## src/rtl/cla_seq_pkg.sv

```systemverilog
// Shared types and constants for the nibble-serial carry-lookahead adder.
// The controller steps one 4-bit slice across the operands, LSB nibble first.
package cla_seq_pkg;

    localparam int unsigned NibW = 4;

    // The 2'b11 encoding is unused; the controller steers it back to StIdle.
    typedef enum logic [1:0] {
        StIdle = 2'b00,
        StRun  = 2'b01,
        StDone = 2'b10
    } state_e;

    function automatic int unsigned nib_count(input int unsigned width);
        return width / NibW;
    endfunction

endpackage

```

## src/rtl/cla4_slice.sv

```systemverilog
// Combinational 4-bit carry-lookahead adder with fully expanded carry terms.
module cla4_slice
    import cla_seq_pkg::*;
(
    input  logic [NibW-1:0] x,
    input  logic [NibW-1:0] y,
    input  logic            ci,
    output logic [NibW-1:0] s,
    output logic            co
);

    logic [NibW-1:0] g;
    logic [NibW-1:0] p;
    logic            c1;
    logic            c2;
    logic            c3;

    assign g = x & y;
    assign p = x ^ y;

    // Every carry is a flat sum of products of g, p and ci; nothing ripples.
    assign c1 = g[0]
              | (p[0] & ci);
    assign c2 = g[1]
              | (p[1] & g[0])
              | (p[1] & p[0] & ci);
    assign c3 = g[2]
              | (p[2] & g[1])
              | (p[2] & p[1] & g[0])
              | (p[2] & p[1] & p[0] & ci);
    assign co = g[3]
              | (p[3] & g[2])
              | (p[3] & p[2] & g[1])
              | (p[3] & p[2] & p[1] & g[0])
              | (p[3] & p[2] & p[1] & p[0] & ci);

    assign s = p ^ {c3, c2, c1, ci};

endmodule

```

## src/rtl/cla_seq_adder.sv

```systemverilog
// Multi-cycle WIDTH-bit adder: one shared 4-bit lookahead slice, one nibble per clock,
// with a start/busy/done handshake and fully registered outputs.
module cla_seq_adder
    import cla_seq_pkg::*;
#(
    parameter int unsigned WIDTH = 16
) (
    input  logic             clk,
    input  logic             rst,
    input  logic             start,
    input  logic [WIDTH-1:0] a,
    input  logic [WIDTH-1:0] b,
    input  logic             cin,
    output logic             busy,
    output logic             done,
    output logic [WIDTH-1:0] sum,
    output logic             cout,
    output logic             ovf
);

    localparam int unsigned Nib  = nib_count(WIDTH);
    localparam int unsigned IdxW = (Nib > 1) ? $clog2(Nib) : 1;
    localparam logic [IdxW-1:0] LastIdx = IdxW'(Nib - 1);

    state_e            state_q, state_d;
    logic [WIDTH-1:0]  a_q, a_d;
    logic [WIDTH-1:0]  b_q, b_d;
    logic              carry_q, carry_d;
    logic [IdxW-1:0]   idx_q, idx_d;
    logic [WIDTH-1:0]  sum_q, sum_d;
    logic              cout_q, cout_d;
    logic              ovf_q, ovf_d;
    logic              busy_q, busy_d;
    logic              done_q, done_d;

    logic [NibW-1:0]   slice_x;
    logic [NibW-1:0]   slice_y;
    logic [NibW-1:0]   slice_s;
    logic              slice_co;
    logic [IdxW+1:0]   bit_off;

    assign bit_off = {idx_q, 2'b00};
    assign slice_x = a_q[bit_off +: NibW];
    assign slice_y = b_q[bit_off +: NibW];

    cla4_slice u_slice (
        .x  (slice_x),
        .y  (slice_y),
        .ci (carry_q),
        .s  (slice_s),
        .co (slice_co)
    );

    always_comb begin
        state_d = state_q;
        a_d     = a_q;
        b_d     = b_q;
        carry_d = carry_q;
        idx_d   = idx_q;
        sum_d   = sum_q;
        cout_d  = cout_q;
        ovf_d   = ovf_q;
        busy_d  = busy_q;
        done_d  = 1'b0;

        case (state_q)
            StIdle: begin
                if (start && !busy_q) begin
                    a_d     = a;
                    b_d     = b;
                    carry_d = cin;
                    idx_d   = '0;
                    sum_d   = '0;
                    cout_d  = 1'b0;
                    ovf_d   = 1'b0;
                    busy_d  = 1'b1;
                    state_d = StRun;
                end
            end
            StRun: begin
                sum_d[bit_off +: NibW] = slice_s;
                carry_d                = slice_co;
                if (idx_q == LastIdx) begin
                    // slice_s[3] is the final sum MSB on the last step.
                    cout_d  = slice_co;
                    ovf_d   = (a_q[WIDTH-1] == b_q[WIDTH-1]) && (slice_s[NibW-1] != a_q[WIDTH-1]);
                    done_d  = 1'b1;
                    state_d = StDone;
                end else begin
                    idx_d = idx_q + IdxW'(1);
                end
            end
            StDone: begin
                busy_d  = 1'b0;
                state_d = StIdle;
            end
            default: begin
                busy_d  = 1'b0;
                state_d = StIdle;
            end
        endcase
    end

    always_ff @(posedge clk) begin
        if (rst) begin
            state_q <= StIdle;
            a_q     <= '0;
            b_q     <= '0;
            carry_q <= 1'b0;
            idx_q   <= '0;
            sum_q   <= '0;
            cout_q  <= 1'b0;
            ovf_q   <= 1'b0;
            busy_q  <= 1'b0;
            done_q  <= 1'b0;
        end else begin
            state_q <= state_d;
            a_q     <= a_d;
            b_q     <= b_d;
            carry_q <= carry_d;
            idx_q   <= idx_d;
            sum_q   <= sum_d;
            cout_q  <= cout_d;
            ovf_q   <= ovf_d;
            busy_q  <= busy_d;
            done_q  <= done_d;
        end
    end

    assign busy = busy_q;
    assign done = done_q;
    assign sum  = sum_q;
    assign cout = cout_q;
    assign ovf  = ovf_q;

endmodule

```

## config.mk

```make
export PLATFORM = sky130hd
export DESIGN_NAME = cla_seq_adder
export DESIGN_NICKNAME = d
export VERILOG_FILES = /design/src/rtl/cla_seq_pkg.sv /design/src/rtl/cla4_slice.sv /design/src/rtl/cla_seq_adder.sv
export SDC_FILE = /design/constraint.sdc
export NUM_CORES = 1
export LEC_CHECK = 0
export BUFFER_PORTS_ARGS = -buffer_cell sky130_fd_sc_hd__buf_2
export CORE_MARGIN = 2
export CORE_UTILIZATION = 50
export CTS_CLUSTER_SIZE = 8
export DETAILED_ROUTE_END_ITERATION = 8
export PLACE_DENSITY = 0.74
export SLEW_MARGIN = 25
export SYNTH_ARGS = -nofsm -noshare
export SYNTH_HDL_FRONTEND = slang
export SYNTH_HIERARCHICAL = 1
export SYNTH_SLANG_ARGS = --single-unit
```

## constraint.sdc

```tcl
create_clock -name clk -period 3.25 [get_ports clk]
set_input_delay 0.4875 -clock clk [delete_from_list [all_inputs] [get_ports clk]]
set_output_delay 0.4875 -clock clk [all_outputs]
set_load 0.01 [all_outputs]
```

==> summary.txt, run 1 <==
Route
  – Post-DRT Antenna Nets: 0
  – Wirelength, routed: 5250 um
  – WL/cell: 13.2 um
  – Max layer used: met4
  – Routed wl met2: 2320 um
  – DR pass1 iterations: 4
  – DRC Markers: 0
  – Vias per cell: 5.16
  – Via count: 2,054
  – DR WL met3: 214 um
  – Met1 WL: 2620 um
  – First DRT Iteration DRCs: 95

Floorplan
  – Core area: 5010 um2
  – Ports: 56
  – Cell Rows: 26
  – Initial core utilization: 0.511
  – Die width: 75.5 um
  – Full die area: 5710 um2
  – Die height: 75.5 um

Yosys
  – Synth warn: 6
  – Synth Cell Area: 2560 um2
  – Sequential-to-total area share from yosys stat: 0.446
  – Syn Nets: 316
  – Post-Syn Instances: 269
  – Syn Area/Cell: 9.51 um2
  – Most area-consuming cells after synthesis: dfxtp_1 45%, nand2_1 10%, mux4_2 7.0%
  – Seq cells post-synth: 57
  – Yosys cell types: 41
  – Yosys top cell by area: dfxtp_1
  – Post-synth top area share: 0.446

Worst setup path
  – Crit path largest cell delay: 0.75 ns
  – CP Data Arrival Time: 3.17 ns
  – CP max-delay cell: dfxtp_1
  – Startpoint Class: flip-flop
  – CP Max Fanout: 13
  – Critical path type: flip-flop to flip-flop
  – Crit end category: flip-flop
  – Crit-path cells: mux4_2, ha_1, a21o_1, a31o_1, xor2_1, nor2b_1, a32o_1
  – Worst Path Required: 3.52 ns

Cells and area
  – Fillers: 461
  – Final Net Count: 371
  – # diodes: 0
  – Most common cell after layout, fill and taps aside: nand2_1
  – Layout cell share with drive strength beyond 1: 0.262
  – Area growth syn-to-layout: 17.8%
  – Final Instance Area: 3020 um2
  – Most frequent cells in the layout: 68 x nand2_1, 57 x dfxtp_1, 55 x buf_2

STA
  – Setup TNS: 0 ns
  – Final setup fails: 0
  – Fin Clk Skew: 0.00422 ns
  – Worst setup margin: 0.352 ns
  – Crit share post-route: 0.892
  – Headroom to the max-slew limit: 0.549
  – Worst hold slack: 0.391 ns
  – Final Critical Period: 2.90 ns
  – Fin. max-slew vios: 0
  – RSZ-0062 raised after global routing: no
  – Max Clock Freq: 0.345 GHz
  – Slew at the pin closest to its max-slew limit: 0.676 ns
  – Endpoints failing hold: 0

Pwr
  – Sequential group share of total power: 0.489
  – Comb power frac: 0.130
  – Clock power share: 0.381
  – Sw Ratio: 0.261
  – Internal Power: 1.15 mW
  – P_leak: 1.31 nW
  – Pwr per Cell Area: 518 nW/um2
  – NetSw: 0.407 mW
  – Peak supply drop: 0.292 mV
  – Final total power: 1.56 mW

Global route
  – Total gr overflow: 0
  – Initial antenna violation count: 0
  – GRT Util Overall: 0.200
  – First-pass GRT wire length: 8580 um
  – Number of global-route vias before repair: 1,862
  – Largest net degree at the start of global routing: 38

Run status
  – Outcome: finished, final reports clean

Placement
  – DP Area: 2840 um2
  – Post-DP HPWL: 3660 um
  – Buffers on Ports: 55
  – Gpl congestion: 0.801
  – Post-Place Worst Slack: 0.331 ns

CTS
  – H-tree depth: 3
  – Worst-skew pair later-pin latency: 0.33 ns
  – Root Buffer: clkbuf_8
  – Clock buffer depth: 2
  – Clock Pin Slew Worst Setup and Hold Paths: 0.06 ns
  – CTS tree: built
  – CTS Buf Count: 9
  – # clock sinks: 57
  – PostCTS Resize Cnt: 0
  – Hold buffer count at CTS: 0
  – Post-CTS setup buffer count: 0

Min path
  – Min-Delay Path Class: primary input to flip-flop

Run
  – Max-cap violations: 0
kinds of logic after synthesis:
kind of cell	Yosys count	share of synthesized area
and+or+nand+nor	94	0.177
AOI/OAI and AO/OA	70	0.178
DFF	57	0.446
buffers and inverters	26	0.0616
adders and majority gates	11	0.0567
muxes	8	0.0704
xor gates and xnor gates	3	0.0103
stage by stage:
stage / std cells / utilization
after floorplan: 269 / -
after global placement: 383 / 0.566
after detailed placement: 383 / 0.566
after CTS: 398 / 0.602
after global routing: 398 / 0.602
final: 398 / 0.602
worst max-delay path, delay by kind of cell (launching register included):
family          cells  cell delay (ns)
flops               1             0.75
simple gates        1             0.30
mux                 1             0.61
xor+xnor            1             0.25
compound gates      3             0.62
fa+ha+maj           1             0.31
sequential cells by signal, indices dropped and copies added (netlist names):
register  count
a_q          16
sum          16
carry_q       1
done          1
busy          1
ovf           1
state_q       2
cout          1
b_q          16
idx_q         2
cells in the mapped netlist:
master      n
buf_4       1
a22o_1      8
a32o_1      5
fa_1        1
nand2b_1    2
a21oi_1    35
buf_1       2
nor2_1      2
nor3_1      2
or3_1       1
nor4b_4     1
xor2_1      1
a21o_1      7
o22ai_1     1
o31ai_1     1
nand2_1    68
buf_6       7
or3b_1      1
or4b_1      1
inv_1      11
o2bb2ai_1   4
dfxtp_1    57
and3_1      1
a31o_1      1
nor3b_1     1
clkbuf_1    2
nor4_2      1
nand3b_1    3
ha_1       10
or2b_1      2
xnor2_1     2
nor2b_1     5
o21bai_1    1
o32ai_1     1
a21oi_2     1
nand3_1     2
and4bb_2    1
o21ai_0     4
a31oi_1     1
mux4_2      8
buf_2       3
final cells by class:
type	instances	area (um2)	area share
well taps	70	87.6	0.0290
clock inverters	3	15.0	0.00498
multi-input cells	186	1260	0.418
repair buffers	59	305	0.101
inverters	11	41.3	0.0137
flip-flops and latches	57	1140	0.378
clock buffers	12	165	0.0548
metal layers:
| metal | vias up | track usage |
|---|---|---|
| met4 | 0 | 0.0877 |
| met2 | 46 | 0.313 |
| li1 | 1044 | - |
| met1 | 954 | 0.268 |
| met3 | 10 | 0.0437 |
| met5 | - | 0 |
final timing paths:
kind              endpoint  slack [ns]  depth (start not counted)     start
hold / removal      a_q[9]        0.39                          3      a[9]
setup reg to reg    sum[3]        0.35                          7  idx_q[0]
hold reg to reg    a_q[10]        0.46                          2   a_q[10]
setup / recovery    sum[3]        0.35                          7  idx_q[0]
power groups by stage:
stage | Clock, mW | Combinational (mW) | Sequential, mW
3_3_place_gp | 0 | 0.199 | 0.777
3_5_place_dp | 0 | 0.204 | 0.778
5_1_grt | 0.639 | 0.229 | 0.768
6_report | 0.595 | 0.203 | 0.763
2_1_floorplan | 0 | 0.169 | 0.764
4_1_cts | 0.603 | 0.205 | 0.763
No activity file was read; power rests on OpenSTA's default activity.
==> inputs of run 2 (changes only) <==
--- a/config.mk
+++ b/config.mk
@@ -10,9 +10,9 @@
 export CORE_UTILIZATION = 50
 export CTS_CLUSTER_SIZE = 8
 export DETAILED_ROUTE_END_ITERATION = 8
+export GPL_TIMING_DRIVEN = 0
 export PLACE_DENSITY = 0.74
 export SLEW_MARGIN = 25
 export SYNTH_ARGS = -nofsm -noshare
 export SYNTH_HDL_FRONTEND = slang
-export SYNTH_HIERARCHICAL = 1
 export SYNTH_SLANG_ARGS = --single-unit
==> run 2 against run 1 <==
Net effect:
- final area rose by 2.7%
- largest cell class unchanged
- clock skew increased by 0.0019 ns
- non-clock buffer count is 13 higher
- combinational power rose by 19%
- largest power group unchanged
- critical endpoint is now ovf
- sequential share of layout area shrank 0.98 points
- fmax grew 1.5%
- die area is 0.65% lower
- hold slack worse by 0.020 ns
- cell count grew 6.0%
==> summary.txt, run 2 <==
Route
  – Wirelength, routed: 6190 um
  – Via count: 2,285
  – First DRT Iteration DRCs: 215
  – DR pass1 iterations: 4
  – WL/cell: 14.7 um
  – Post-DRT Antenna Nets: 0
  – DRC Markers: 0
  – Vias per cell: 5.41

Pwr
  – Pwr per Cell Area: 538 nW/um2
  – Final total power: 1.67 mW
  – P_leak: 1.30 nW
  – Peak supply drop: 0.308 mV

STA
  – Endpoints failing hold: 0
  – Worst hold slack: 0.371 ns
  – Final setup fails: 0
  – Headroom to the max-slew limit: 0.564
  – Fin. max-slew vios: 0
  – Slew at the pin closest to its max-slew limit: 0.647 ns
  – Crit share post-route: 0.879
  – RSZ-0062 raised after global routing: no
  – Setup TNS: 0 ns
  – Final Critical Period: 2.86 ns
  – Max Clock Freq: 0.350 GHz
  – Worst setup margin: 0.395 ns
  – Fin Clk Skew: 0.00610 ns

Floorplan
  – Ports: 56
  – Full die area: 5670 um2
  – Core area: 4820 um2
  – Die height: 75.3 um
  – Cell Rows: 25
  – Die width: 75.3 um
  – Initial core utilization: 0.528

Yosys
  – Post-synth top area share: 0.449
  – Post-synth top cells: 71 x nand2_1, 57 x dfxtp_1, 46 x a21oi_1, 14 x nor2_1
  – Synth async-reset ratio: 0
  – Most common cell in the netlist: nand2_1
  – Sequential-to-total area share from yosys stat: 0.449
  – EDFF count, synth: 0
  – Yosys cell types: 37
  – Post-synth top flop: dfxtp_1
  – Most area-consuming cells after synthesis: dfxtp_1 45%, nand2_1 10%, a21oi_1 9.1%
  – Syn Area/Cell: 8.92 um2
  – Yosys top cell by area: dfxtp_1
  – Post-Syn Instances: 285
  – Synth warn: 0
  – Synth Cell Area: 2540 um2
  – Seq cells post-synth: 57
  – Syn Nets: 331

CTS
  – CTS Buf Count: 9
  – # clock sinks: 57
  – PostCTS Resize Cnt: 0
  – Hold buffer count at CTS: 0
  – Post-CTS setup buffer count: 0
  – Worst-skew pair later-pin latency: 0.34 ns
  – H-tree depth: 3
  – Root Buffer: clkbuf_8
  – Clock Pin Slew Worst Setup and Hold Paths: 0.06 ns
  – Clock buffer depth: 2
  – CTS tree: built

Run
  – Max-cap violations: 0

Global route
  – M1 GR Usage: 0.311
  – First-pass GRT wire length: 10,100 um
  – GR Util met3: 0.0437
  – Total gr overflow: 0
  – Grt met2 use: 0.399
  – Most Crowded Layer GR: met2
  – Largest net degree at the start of global routing: 11
  – Number of global-route vias before repair: 2,129
  – GRT Util Overall: 0.242
  – Initial antenna violation count: 0

Worst setup path
  – Worst Path Required: 3.47 ns
  – CP Data Arrival Time: 3.07 ns
  – CP Max Fanout: 10
  – Crit end category: flip-flop
  – Critical path type: flip-flop to flip-flop
  – Startpoint Class: flip-flop

Cells and area
  – Final Util: 0.643
  – Area growth syn-to-layout: 21.8%
  – Layout cell share with drive strength beyond 1: 0.256
  – Final Instance Area: 3100 um2
  – # diodes: 0
  – Most frequent cells in the layout: 71 x nand2_1, 61 x buf_2, 57 x dfxtp_1
  – Most common cell after layout, fill and taps aside: nand2_1
  – Final Non-Filler Cells: 422
  – Fillers: 453
  – Final Net Count: 397

Placement
  – DP Area: 2900 um2
  – Post-Place Worst Slack: 0.431 ns
  – Buffers on Ports: 55
  – Placed Cells: 407
  – Post-DP HPWL: 4280 um
  – Gpl congestion: 0.849

Min path
  – Min-Delay Path Class: primary input to flip-flop

Run status
  – Outcome: finished, final reports clean
[run 2: changes by cell type after synthesis, sizes merged, moves of 8 or more]
| cell | change |
|---|---|
| a21oi | +10 |
| a22o | -8 |
| inv | -9 |
| a22oi | +9 |
| nor2 | +12 |
[run 2: final timing paths]
| path | from | to | slack (ns) | cells after the start |
|---|---|---|---|---|
| max | idx_q[0] | ovf | 0.39 | 7 |
| min | rst | done | 0.37 | 2 |
| max reg2reg | idx_q[0] | ovf | 0.39 | 7 |
| min reg2reg | b_q[8] | b_q[8] | 0.45 | 2 |
[run 2: logic make-up after synthesis]
kind of cell	Yosys count	synth area share
compound gates	68	0.150
xor+xnor	2	0.00689
fa+ha+maj	10	0.0522
buf+inv	19	0.0355
flops	57	0.449
mux	8	0.0709
simple gates	121	0.235
[run 2: layer usage]
| layer | up-vias | part of all wire |
|---|---|---|
| li1 | 1134 | - |
| met1 | 1069 | 0.45 |
| met2 | 74 | 0.48 |
| met3 | 8 | 0.048 |
| met5 | - | 0 |
| met4 | 0 | 0.015 |
[run 2: final cells by class]
cell class	count	area, um2	share of cell area
tap	67	83.8	0.0271
timing repair buffer	55	275	0.0889
sequential	57	1140	0.369
multi-input combinational	209	1310	0.423
clock inverter	3	40.0	0.0129
buffer	17	82.6	0.0267
clock buffer	12	155	0.0501
inverter	2	7.51	0.00243
[run 2: power breakdown]
| group | leakage (nW) | switching [mW] | internal (mW) |
|---|---|---|---|
| clock network | 0.102 | 0.278 | 0.389 |
| registers | 0.464 | 0.0229 | 0.734 |
| logic | 0.729 | 0.144 | 0.0976 |
[run 2: critical path, stage by stage, from the launching register on]
cell and delay, ns:
dfxtp_1 0.40, buf_2 0.35, mux4_2 0.58, ha_1 0.43, o21ai_0 0.11, o21ai_0 0.53, a31oi_1 0.15, nand3b_1 0.17
